**config.mk**
```make
export PLATFORM = sky130hd
export DESIGN_NAME = if_id_queue
export DESIGN_NICKNAME = d
export VERILOG_FILES = /design/src/rtl/if_id_queue.sv
export SDC_FILE = /design/constraint.sdc
export NUM_CORES = 1
export LEC_CHECK = 0
export ABC_CLOCK_PERIOD_IN_PS = 21000
export CORE_ASPECT_RATIO = 0.75
export CORE_MARGIN = 2
export CORE_UTILIZATION = 59
export DETAILED_ROUTE_END_ITERATION = 7
export PLACE_DENSITY = 0.85
export REMOVE_ABC_BUFFERS = 1
export SYNTH_ARGS = -nofsm -noshare
export SYNTH_HDL_FRONTEND = slang
export SYNTH_SLANG_ARGS = --single-unit
```
**constraint.sdc**
```tcl
create_clock -name clk -period 21 [get_ports clk]
set_input_delay 5.25 -clock clk [delete_from_list [all_inputs] [get_ports clk]]
set_output_delay 5.25 -clock clk [all_outputs]
set_load 0.1 [all_outputs]
```
**src/rtl/if_id_queue.sv**
```systemverilog
// ============================================================================
// if_id_queue
//
// Purpose:
//   A DEPTH-entry first-word-fall-through queue that sits between instruction
//   fetch and decode. It replaces the single-entry IF/ID pipeline register.
//   Each entry holds {instruction, PC+4}. Valid/ready handshakes on both sides
//   take the place of the old write-enable stall. The queue keeps the branch
//   flush, the debug clock-enable (db_ena) and the end-of-program (PC_end)
//   gating of its predecessor, and adds occupancy and drain status.
//
// Parameters:
//   INST_W  instruction width
//   PC_W    PC+4 width
//   DEPTH   number of entries (power of two, >= 2)
//   CNT_W   occupancy counter width (derived from DEPTH)
//
// Ports:
//   clk         rising-edge clock
//   reset       synchronous, active-high reset (overrides db_ena)
//   db_ena      debug clock enable; 0 freezes pointers, count and storage
//   flush       discards every entry at the next edge (only when db_ena=1)
//   PC_end      end of execution; blocks pushes, pops still drain
//   in_valid    fetch presents an entry
//   in_ready    queue accepts an entry this cycle
//   in_inst     fetched instruction
//   in_PCnext   PC+4 of the fetched instruction
//   out_valid   head entry is valid
//   out_ready   decode accepts the head (the hazard unit drives 0 to stall)
//   out_inst    head instruction; 0 (NOP) when empty
//   out_PCnext  head PC+4; 0 when empty
//   count       occupancy, 0..DEPTH
//   full        count == DEPTH
//   empty       count == 0
//   drained     PC_end && empty
// ============================================================================
module if_id_queue #(
    parameter int INST_W = 32,
    parameter int PC_W   = 32,
    parameter int DEPTH  = 4,
    localparam int CNT_W = $clog2(DEPTH + 1)
) (
    input  logic              clk,
    input  logic              reset,
    input  logic              db_ena,
    input  logic              flush,
    input  logic              PC_end,
    input  logic              in_valid,
    output logic              in_ready,
    input  logic [INST_W-1:0] in_inst,
    input  logic [PC_W-1:0]   in_PCnext,
    output logic              out_valid,
    input  logic              out_ready,
    output logic [INST_W-1:0] out_inst,
    output logic [PC_W-1:0]   out_PCnext,
    output logic [CNT_W-1:0]  count,
    output logic              full,
    output logic              empty,
    output logic              drained
);

    localparam int PTR_W = $clog2(DEPTH);

    // Elaboration-time guard on the geometry. Natural pointer wrap only works
    // for a power-of-two depth.
    if (DEPTH < 2 || (DEPTH & (DEPTH - 1)) != 0) begin : g_bad_depth
        $error("if_id_queue: DEPTH must be a power of two and >= 2");
    end

    // ------------------------------------------------------------------
    // State
    // ------------------------------------------------------------------
    logic [INST_W-1:0] inst_mem [DEPTH];
    logic [PC_W-1:0]   pc_mem   [DEPTH];

    logic [PTR_W-1:0]  wr_ptr;
    logic [PTR_W-1:0]  rd_ptr;
    logic [CNT_W-1:0]  cnt_q;

    logic              push;
    logic              pop;

    // ------------------------------------------------------------------
    // Status and handshake
    // ------------------------------------------------------------------
    assign full      = (cnt_q == CNT_W'(DEPTH));
    assign empty     = (cnt_q == '0);
    assign count     = cnt_q;
    assign drained   = PC_end && empty;
    assign out_valid = !empty;

    // in_ready is deliberately independent of out_ready. A full queue refuses
    // a push even when the head pops in the same cycle. This keeps the fetch
    // side free of a combinational path through the decode/hazard logic.
    assign in_ready = db_ena && !flush && !PC_end && !full;

    assign push = in_valid && in_ready;
    assign pop  = out_valid && out_ready && db_ena && !flush;

    // First-word fall-through. The head is read combinationally. An empty
    // queue presents a NOP (all zeros) so decode sees a bubble, not stale data.
    always_comb begin
        out_inst   = '0;
        out_PCnext = '0;
        if (!empty) begin
            out_inst   = inst_mem[rd_ptr];
            out_PCnext = pc_mem[rd_ptr];
        end
    end

    // ------------------------------------------------------------------
    // Storage write (data only, never reset)
    // ------------------------------------------------------------------
    // push already implies db_ena && !flush. Gating with !reset means that a
    // handshake coinciding with reset leaves no trace, not even in storage.
    always_ff @(posedge clk) begin
        if (push && !reset) begin
            inst_mem[wr_ptr] <= in_inst;
            pc_mem[wr_ptr]   <= in_PCnext;
        end
    end

    // ------------------------------------------------------------------
    // Pointer and occupancy control
    // ------------------------------------------------------------------
    always_ff @(posedge clk) begin
        if (reset) begin
            wr_ptr <= '0;
            rd_ptr <= '0;
            cnt_q  <= '0;
        end else if (db_ena) begin
            if (flush) begin
                // Discard everything by catching the read pointer up to the
                // write pointer. Any same-cycle push or pop is already masked
                // off through in_ready and pop.
                rd_ptr <= wr_ptr;
                cnt_q  <= '0;
            end else begin
                if (push) begin
                    wr_ptr <= wr_ptr + PTR_W'(1);
                end
                if (pop) begin
                    rd_ptr <= rd_ptr + PTR_W'(1);
                end
                case ({push, pop})
                    2'b10:   cnt_q <= cnt_q + CNT_W'(1);
                    2'b01:   cnt_q <= cnt_q - CNT_W'(1);
                    default: cnt_q <= cnt_q;
                endcase
            end
        end
    end

    // ------------------------------------------------------------------
    // Invariants: the handshake gating makes overflow and underflow
    // unreachable. These checks flag any regression of that gating.
    // ------------------------------------------------------------------
    always_ff @(posedge clk) begin
        if (!reset) begin
            assert (!(push && full))
                else $error("if_id_queue: push while full");
            assert (!(pop && empty))
                else $error("if_id_queue: pop while empty");
            assert (cnt_q <= CNT_W'(DEPTH))
                else $error("if_id_queue: occupancy above DEPTH");
            assert (full || (PTR_W'(wr_ptr - rd_ptr) == PTR_W'(cnt_q)))
                else $error("if_id_queue: pointers disagree with count");
        end
    end

endmodule

```
# ---- Word-level counts from Yosys, hierarchy flattened
# Memories as Yosys holds them, arrays and structs flattened. A register that Yosys moved wholly into a read port is not among the register bits.
# Index checks and enable logic that the tools add are counted.
dict set report op_classes {
  n_addsub 4
  n_reduce_logical 20
  eq_ne 3
  n_mux 12
  n_bitwise 1
}
# cell n
set ops {}
lappend ops {{two-way mux 32 bit} 2}
lappend ops {{two-way mux 2 bit} 6}
lappend ops {{logical AND 1 bit} 9}
lappend ops {{one-hot mux 3 bit (2 select lines)} 1}
lappend ops {{logical NOT 1 bit} 5}
lappend ops {{adder 2 x 1 -> 2 bit, second input constant} 2}
lappend ops {{AND reduction 2 bit} 2}
lappend ops {{adder 3 x 1 -> 3 bit, second input constant} 1}
lappend ops {{equality test 3 bit, second input constant} 1}
lappend ops {{logical NOT 3 bit} 1}
lappend ops {{two-way mux 3 bit} 1}
lappend ops {{AND reduction 3 bit} 1}
lappend ops {{nonzero test 3 bit} 1}
lappend ops {{subtractor 3 x 1 -> 3 bit, second input constant} 1}
lappend ops {{equality test 2 x 1 -> 1 bit, second input constant} 1}
lappend ops {{equality test 2 bit, second input constant} 1}
lappend ops {{two-way mux 1 bit} 2}
lappend ops {{nonzero test 2 bit} 1}
lappend ops {{inverter 1 bit} 1}
dict set report word_totals {
  register_bits 7
  ramBits 256
  inputBits 71
  wordCells 45
  memories 2
}
# memory words width read_ports rd_clocked_by_memory_dff write_ports line
set memory_table {}
lappend memory_table {inst_mem 4 32 1 1 1 73} ;# logic [INST_W-1:0] inst_mem [DEPTH];
lappend memory_table {pc_mem 4 32 1 1 1 74} ;# logic [PC_W-1:0] pc_mem [DEPTH];

# ---- Longest topological paths before layout
# Gate-level depths: netlist of the first run.
dict set report logic_depth {
  word_depth 9
  mapped_depth 9
  depth_no_buf 9
}

# ---- Worst setup path before layout of the first run
# No wires, ideal clock.
dict set report synth_path {
  path_type {input port to output port}
  from {input flush}
  to {output in_ready}
  arrival_ps 7658
  t_required_ps 15750
  path_stages 3
  n_path_buf 1
  path_slack_ps 8092
  cell_sequence {clkbuf_1 nand2b_1 nor3_1}
}
dict set report synth_via {
  elab_chain_len 4
}
# element line
set synth_rtl {}
lappend synth_rtl {{from (decl)} 46} ;# input logic flush,
lappend synth_rtl {{logical NOT 1 bit} 95} ;# assign in_ready = db_ena && !flush && !PC_end && !full;
lappend synth_rtl {{logical AND 1 bit (3 in series)} 95}
lappend synth_rtl {{to (decl)} 49} ;# output logic in_ready,
# No other way between the ends.

# ---- Worst setup path in the final report of the first run
# Ends and elaborated chain as after synthesis.

==> results of run 1 <==
-- routing by layer --
metal	GRT usage [%]	share of wire, %
met3	4.77	8.7
met5	0	0
met1	30.6	41
met2	33.1	49
met4	4.70	1.8
-- per-stage QoR --
stage	total power (µW)	setup WS (ps)	hold WS (ps)	utilization, %
floorplan	613	8270	475	-
global placement	634	8320	511	70.4
detailed placement	636	8270	537	70.4
CTS	1030	8250	546	74.6
global route	1050	8170	584	74.6
finish	1020	8270	544	74.6
-- cell usage after synthesis --
library cell / number
nand2b_1: 2
o21ai_0: 3
nand2_1: 4
edfxtp_1: 256
xnor2_1: 1
dfxtp_1: 9
a21oi_1: 1
o31ai_1: 2
a211o_1: 2
a22oi_1: 1
or3_2: 1
and2_1: 65
nand3b_1: 1
nor2b_1: 2
nand4bb_2: 1
nand3_1: 3
ha_1: 4
mux4_2: 64
clkbuf_1: 13
or2b_1: 2
nand4b_1: 3
or3b_4: 1
buf_2: 10
or2_2: 1
nor3_1: 1
o31a_2: 1
a31oi_1: 5
fa_1: 1
clkinv_4: 1
or3_1: 1
nand4_1: 1
a211o_2: 1
o21ai_4: 1
and4bb_2: 1
buf_1: 1
nor2_1: 3
nor3b_1: 4
inv_1: 4
-- state kept, by name, summed over array words and instances, names as in the netlist, named ones only --
register	cells
pc_mem	128
wr_ptr	2
inst_mem	128
count	3
rd_ptr	2
-- area by class of cell --
| type | count | area, µm² | share of cell area (%) |
|---|---|---|---|
| Tap cell | 215 | 269 | 2.13 |
| Timing Repair Buffer | 148 | 1470 | 11.6 |
| Inverter | 5 | 23.8 | 0.188 |
| Sequential cell | 265 | 7880 | 62.3 |
| Clock buffer | 29 | 641 | 5.07 |
| Multi-Input combinational cell | 184 | 2290 | 18.1 |
| Clock inverter | 9 | 65.1 | 0.515 |
-- worst min-delay path: stages, from the launching register on --
cell,delay (ps)
dfxtp_1,330
nand3b_1,80
a31oi_1,80
-- power breakdown --
group | internal [µW] | switching, µW | total (µW)
logic | 18.9 | 24.2 | 43.2
clock network | 226 | 171 | 398
registers | 581 | 1.23 | 582
total | 826 | 197 | 1020
-- logic make-up (layout without fill, tap and decap cells) --
logic type / after synthesis / count (layout)
xor gates and xnor gates: 1 / 1
adders and majority gates: 5 / 5
muxes: 64 / 64
and+or+nand+nor: 97 / 97
AOI/OAI and AO/OA: 17 / 17
buffers and inverters: 29 / 191
DFF: 265 / 265
-- path summary, 6_finish.rpt --
path                            startpoint             to  slack [ps]  depth (start not counted)
worst max register to register    count[0]  pc_mem[1][10]       18540                          4
worst max-delay path                 flush       in_ready        8270                          4
worst min register to register   rd_ptr[1]           flop         540                          2
worst min-delay path             rd_ptr[1]           flop         540                          2
==> impl_metrics.prom, run 1 <==
# TYPE chip_impl_metric gauge
chip_impl_info{name="run_status",value="finished clean"} 1
chip_impl_info{name="grt_setup_unrepaired",value="false"} 1
chip_impl_info{name="cts-root-buf",value="clkbuf_16"} 1
chip_impl_info{name="critPathSlowestCell",value="clkdlybuf4s50_1"} 1
chip_impl_info{name="cp-end-kind",value="output port"} 1
chip_impl_metric{name="cts.clk_slew.worst_paths",unit="ps"} 60
chip_impl_metric{name="grt_max_degree",unit=""} 67
chip_impl_metric{name="antenna-diode-count",unit=""} 0
chip_impl_info{name="most_frequent_standard_cell_in_the_layout_excluding_fill_and_tap_cells",value="edfxtp_1"} 1
chip_impl_metric{name="p_leak",unit="µW"} 0.00392
chip_impl_metric{name="antenna_found_initial",unit=""} 0
chip_impl_metric{name="cts_max_path_buffers",unit=""} 3
chip_impl_metric{name="relSlewSlack",unit="%"} 23.8
chip_impl_metric{name="layout_min_cycle_time",unit="ps"} 12730
chip_impl_metric{name="critPathArrivalTime",unit="ps"} 7480
chip_impl_metric{name="postSynthAreaPerCell",unit="µm²"} 21.5
chip_impl_metric{name="number_of_global_route_vias_before_repair",unit=""} 5315
chip_impl_metric{name="drt-wirelength-per-cell",unit="µm"} 22.2
chip_impl_info{name="synth_area_leader_cell",value="edfxtp_1"} 1
chip_impl_metric{name="pwr_density_cell",unit="nW/µm²"} 81.0
chip_impl_metric{name="dp_hpwl",unit="µm"} 11000
chip_impl_info{name="biggest_area_contributors_in_the_synthesized_netlist",value="edfxtp_1, mux4_2, and2_1"} 1
chip_impl_metric{name="post_cts.resized_instances",unit=""} 0
chip_impl_metric{name="place.gp.congestion",unit=""} 0.760
chip_impl_metric{name="clock_insertion_delay_worst_skew",unit="ps"} 510
chip_impl_metric{name="ys_seq_elements",unit=""} 265
chip_impl_metric{name="vias_per_cell",unit=""} 5.99
chip_impl_metric{name="globalRoute.totalOverflow",unit=""} 0
chip_impl_metric{name="setup_tns",unit="ps"} 0
chip_impl_metric{name="detailedRoute.firstPassIterationCount",unit=""} 5
chip_impl_metric{name="worst_slew_pin_tran",unit="ps"} 1140
chip_impl_metric{name="row_count",unit=""} 41
chip_impl_metric{name="placed_cells",unit=""} 817
chip_impl_info{name="final_cell_mix",value="edfxtp_1, clkdlybuf4s50_1, and2_1"} 1
chip_impl_metric{name="start_util",unit="%"} 60.6
chip_impl_metric{name="die-height",unit="µm"} 118
chip_impl_metric{name="synth_cells",unit=""} 478
chip_impl_metric{name="finalMaxSlewViolations",unit=""} 0
chip_impl_metric{name="syn-cell-area",unit="µm²"} 10300
chip_impl_info{name="dominant_combinational_cell_family_by_area_after_synthesis",value="multiplexers"} 1
chip_impl_metric{name="finish.cell_count_without_fillers",unit=""} 855
chip_impl_metric{name="yosysWarningCount",unit=""} 0
chip_impl_metric{name="detailed_place.area",unit="µm²"} 11900
chip_impl_metric{name="cts-buffers-inserted",unit=""} 24
chip_impl_info{name="timing.critical_path.mode_cell",value="clkdlybuf4s50_1"} 1
chip_impl_metric{name="synth-compound-area-share",unit="%"} 1.24
chip_impl_info{name="tritoncts",value="yes"} 1
chip_impl_metric{name="vias",unit=""} 5124
chip_impl_metric{name="cts_htree_levels",unit=""} 1
chip_impl_metric{name="cp.required",unit="ps"} 15750
chip_impl_info{name="timing.critical_path.max_delay_family",value="buffers and inverters"} 1
chip_impl_metric{name="max_cap_viol_count",unit=""} 0
chip_impl_metric{name="detailedRoute.firstIterationViolations",unit=""} 368
chip_impl_metric{name="ant_nets",unit=""} 0
chip_impl_metric{name="num-fill-cells",unit=""} 947
chip_impl_info{name="worst_min_delay_path_class",value="flop to flop"} 1
chip_impl_metric{name="synth_cell_types",unit=""} 38
chip_impl_metric{name="cts_sinks",unit=""} 265
chip_impl_metric{name="fin_skew",unit="ps"} 13.5
chip_impl_info{name="worstSetupPathType",value="input pin to output port"} 1
chip_impl_metric{name="cts_hold_repair.buffers",unit=""} 0
chip_impl_metric{name="setup_viol_count_final",unit=""} 0
chip_impl_metric{name="yosys.area_share.adder",unit="%"} 0.683
chip_impl_metric{name="core_area",unit="µm²"} 16900
chip_impl_metric{name="drcViolationCount",unit=""} 0
chip_impl_metric{name="layout-area-overhead-vs-synth",unit="%"} 23.1
chip_impl_metric{name="simple_gate_share_of_the_synthesized_area",unit="%"} 6.07
chip_impl_metric{name="cpPeakStageDelay",unit="ps"} 1160
chip_impl_metric{name="fmaxAchievable",unit="GHz"} 0.0785
chip_impl_info{name="critPathLaunchType",value="input pin"} 1
chip_impl_metric{name="final_net_count",unit=""} 704
chip_impl_metric{name="ios",unit=""} 143
chip_impl_metric{name="timing.critical_path.buf_inv",unit=""} 2
chip_impl_metric{name="cts_setup_buffers",unit=""} 0
chip_impl_metric{name="die-width",unit="µm"} 156
chip_impl_metric{name="yosysSeqAreaShare",unit="%"} 76.6
chip_impl_metric{name="hold_viol",unit=""} 0
chip_impl_metric{name="synth_largest_type_area_fraction",unit="%"} 74.9
chip_impl_metric{name="numPortBuffers",unit=""} 142
chip_impl_metric{name="synth.area.mux_share",unit="%"} 14.0
chip_impl_metric{name="irDropWorstVdd",unit="mV"} 0.0748
chip_impl_metric{name="fin_crit_sh",unit="%"} 60.6
chip_impl_metric{name="all_layer_global_routing_usage",unit="%"} 21.0
chip_impl_metric{name="synthXorXnorAreaFrac",unit="%"} 0.0853
chip_impl_metric{name="layout.cell_area.non_filler",unit="µm²"} 12600
chip_impl_metric{name="layout-drive-gt1-share",unit="%"} 17.5
chip_impl_metric{name="finalWirelength",unit="µm"} 19000
chip_impl_metric{name="path_max_fanout",unit=""} 11
chip_impl_info{name="worstPathCellList",value="clkdlybuf4s50_1 > nand2b_1 > nor3_1 > clkdlybuf4s50_1"} 1
chip_impl_metric{name="floorplan.die_area",unit="µm²"} 18500
chip_impl_metric{name="grt_pass1_wl",unit="µm"} 29500
Note: power is estimated with default switching activity, not from simulation.
==> run 2: changes to the inputs <==
- ABC_CLOCK_PERIOD_IN_PS: 21000 -> 13250
- CORE_UTILIZATION: 59 -> 54
- PLACE_DENSITY: 0.85 -> 0.79
- clock period: 21 -> 13.25 ns (I/O delays scaled with it)
==> impl_metrics.prom, run 2 (synthesis results as in run 1) <==
# TYPE chip_impl_metric gauge
chip_impl_metric{name="detailroute.wirelength.met2",unit="µm"} 9190
chip_impl_metric{name="cts_setup_buffers",unit=""} 0
chip_impl_metric{name="row_count",unit=""} 43
chip_impl_metric{name="cts_hold_repair.buffers",unit=""} 0
chip_impl_metric{name="number_of_global_route_vias_before_repair",unit=""} 5250
chip_impl_info{name="run_status",value="finished clean"} 1
chip_impl_info{name="critPathLaunchType",value="input pin"} 1
chip_impl_metric{name="detail_route.wirelength.met1",unit="µm"} 8050
chip_impl_metric{name="grt_pass1_wl",unit="µm"} 28700
chip_impl_metric{name="detailedRoute.firstIterationViolations",unit=""} 365
chip_impl_metric{name="worst_slew_pin_tran",unit="ps"} 1150
chip_impl_metric{name="critPathArrivalTime",unit="ps"} 5560
chip_impl_metric{name="cts_htree_levels",unit=""} 1
chip_impl_info{name="final_cell_mix",value="edfxtp_1, clkdlybuf4s50_1, and2_1"} 1
chip_impl_metric{name="hold_viol",unit=""} 0
chip_impl_metric{name="cts_sinks",unit=""} 265
chip_impl_metric{name="max_cap_viol_count",unit=""} 0
chip_impl_metric{name="core_area",unit="µm²"} 18600
chip_impl_metric{name="layout_min_cycle_time",unit="ps"} 8870
chip_impl_metric{name="start_util",unit="%"} 55.3
chip_impl_info{name="grt_setup_unrepaired",value="false"} 1
chip_impl_info{name="worstSetupPathType",value="input pin to output port"} 1
chip_impl_metric{name="clock_insertion_delay_worst_skew",unit="ps"} 510
chip_impl_metric{name="dp_hpwl",unit="µm"} 11300
chip_impl_metric{name="fin_skew",unit="ps"} 22.4
chip_impl_metric{name="detailroute.wirelength.met3",unit="µm"} 1420
chip_impl_metric{name="vias",unit=""} 5148
chip_impl_metric{name="globalRoute.totalOverflow",unit=""} 0
chip_impl_metric{name="cts.clk_slew.worst_paths",unit="ps"} 60
chip_impl_metric{name="ios",unit=""} 143
chip_impl_metric{name="numPortBuffers",unit=""} 142
chip_impl_metric{name="setup_tns",unit="ps"} 0
chip_impl_metric{name="drt-wirelength-per-cell",unit="µm"} 21.2
chip_impl_info{name="cts-root-buf",value="clkbuf_16"} 1
chip_impl_metric{name="relSlewSlack",unit="%"} 23.1
chip_impl_info{name="most_frequent_standard_cell_in_the_layout_excluding_fill_and_tap_cells",value="edfxtp_1"} 1
chip_impl_info{name="top_layer_used",value="met4"} 1
chip_impl_metric{name="floorplan.die_area",unit="µm²"} 20100
chip_impl_metric{name="cp.required",unit="ps"} 9940
chip_impl_metric{name="all_layer_global_routing_usage",unit="%"} 18.9
chip_impl_metric{name="die-height",unit="µm"} 123
chip_impl_metric{name="post_cts.resized_instances",unit=""} 0
chip_impl_metric{name="irDropWorstVdd",unit="mV"} 0.0963
chip_impl_metric{name="detailedRoute.firstPassIterationCount",unit=""} 5
chip_impl_metric{name="finalMaxSlewViolations",unit=""} 0
chip_impl_metric{name="layout-area-overhead-vs-synth",unit="%"} 24.0
chip_impl_metric{name="grt_max_degree",unit=""} 67
chip_impl_metric{name="final_net_count",unit=""} 708
chip_impl_metric{name="path_max_fanout",unit=""} 10
chip_impl_metric{name="die-width",unit="µm"} 163
chip_impl_metric{name="cts-buffers-inserted",unit=""} 25
chip_impl_info{name="worst_min_delay_path_class",value="flop to flop"} 1
chip_impl_metric{name="drcViolationCount",unit=""} 0
chip_impl_metric{name="cts_max_path_buffers",unit=""} 3
chip_impl_metric{name="setup_viol_count_final",unit=""} 0
chip_impl_metric{name="place.gp.congestion",unit=""} 0.778
chip_impl_info{name="tritoncts",value="yes"} 1
chip_impl_metric{name="antenna-diode-count",unit=""} 0
chip_impl_metric{name="fin_crit_sh",unit="%"} 67.0
chip_impl_metric{name="pwr_density_cell",unit="nW/µm²"} 128
chip_impl_metric{name="antenna_found_initial",unit=""} 0
chip_impl_metric{name="vias_per_cell",unit=""} 5.74
chip_impl_metric{name="layout.cell_area.non_filler",unit="µm²"} 12700
chip_impl_metric{name="ant_nets",unit=""} 0
chip_impl_metric{name="fmaxAchievable",unit="GHz"} 0.113
chip_impl_info{name="cp-end-kind",value="output port"} 1
chip_impl_metric{name="layout-drive-gt1-share",unit="%"} 19.1
chip_impl_metric{name="detailed_place.area",unit="µm²"} 12000
chip_impl_metric{name="finalWirelength",unit="µm"} 19000
chip_impl_metric{name="p_leak",unit="µW"} 0.00396
-- run 2: cell count changes in the layout (fill, tap and decap cells not counted), sizes merged --
cell      before  now
clkinv         9   10
clkinvlp       0    1
buf            6    9
clkbuf        29   35
bufinv         1    0
-- run 2: path summary, 6_finish.rpt --
path,startpoint,end,slack [ps],depth (start not counted)
max,db_ena,in_ready,4380,4
min reg2reg,wr_ptr[1],wr_ptr[1],550,2
min,wr_ptr[1],wr_ptr[1],550,2
max reg2reg,count[0],count[2],10790,9
-- run 2: final cells by class --
cell class / instances / area, µm²
sequential: 265 / 7880
fill: 1179 / 5830
multi-input combinational: 184 / 2290
timing repair buffer: 151 / 1490
clock buffer: 35 / 693
tap: 247 / 309
clock inverter: 10 / 50.0
inverter: 5 / 23.8
-- run 2: through the flow --
stage / hold WS, ps / worst slack [ps] / cells / power (µW) / util (%)
after CTS: 543 / 4400 / 897 / 1650 / 68.6
after global placement: 510 / 4490 / 852 / 1010 / 64.6
after floorplan: 475 / 4160 / 454 / 971 / -
final: 548 / 4380 / 897 / 1640 / 68.6
after global routing: 572 / 4300 / 897 / 1680 / 68.6
after detailed placement: 529 / 4400 / 852 / 1010 / 64.6
-- run 2: where the power goes --
part / leakage, µW / internal, µW / switching [µW]
registers: 0.00238 / 920 / 1.88
clock network: 0.000369 / 364 / 281
logic: 0.00121 / 30.1 / 38.7
-- run 2: worst max-delay path, cell delays in order --
cell and delay (ps):
clkdlybuf4s50_1 670, nand2b_1 230, nor3_1 190, clkdlybuf4s50_1 1160
-- run 2: per-layer routing --
| metal | vias up | global-route usage, % |
|---|---|---|
| li1 | 2251 | - |
| met1 | 2654 | 26.3 |
| met2 | 215 | 31.7 |
| met3 | 28 | 4.06 |
| met5 | - | 0 |
| met4 | 0 | 3.82 |
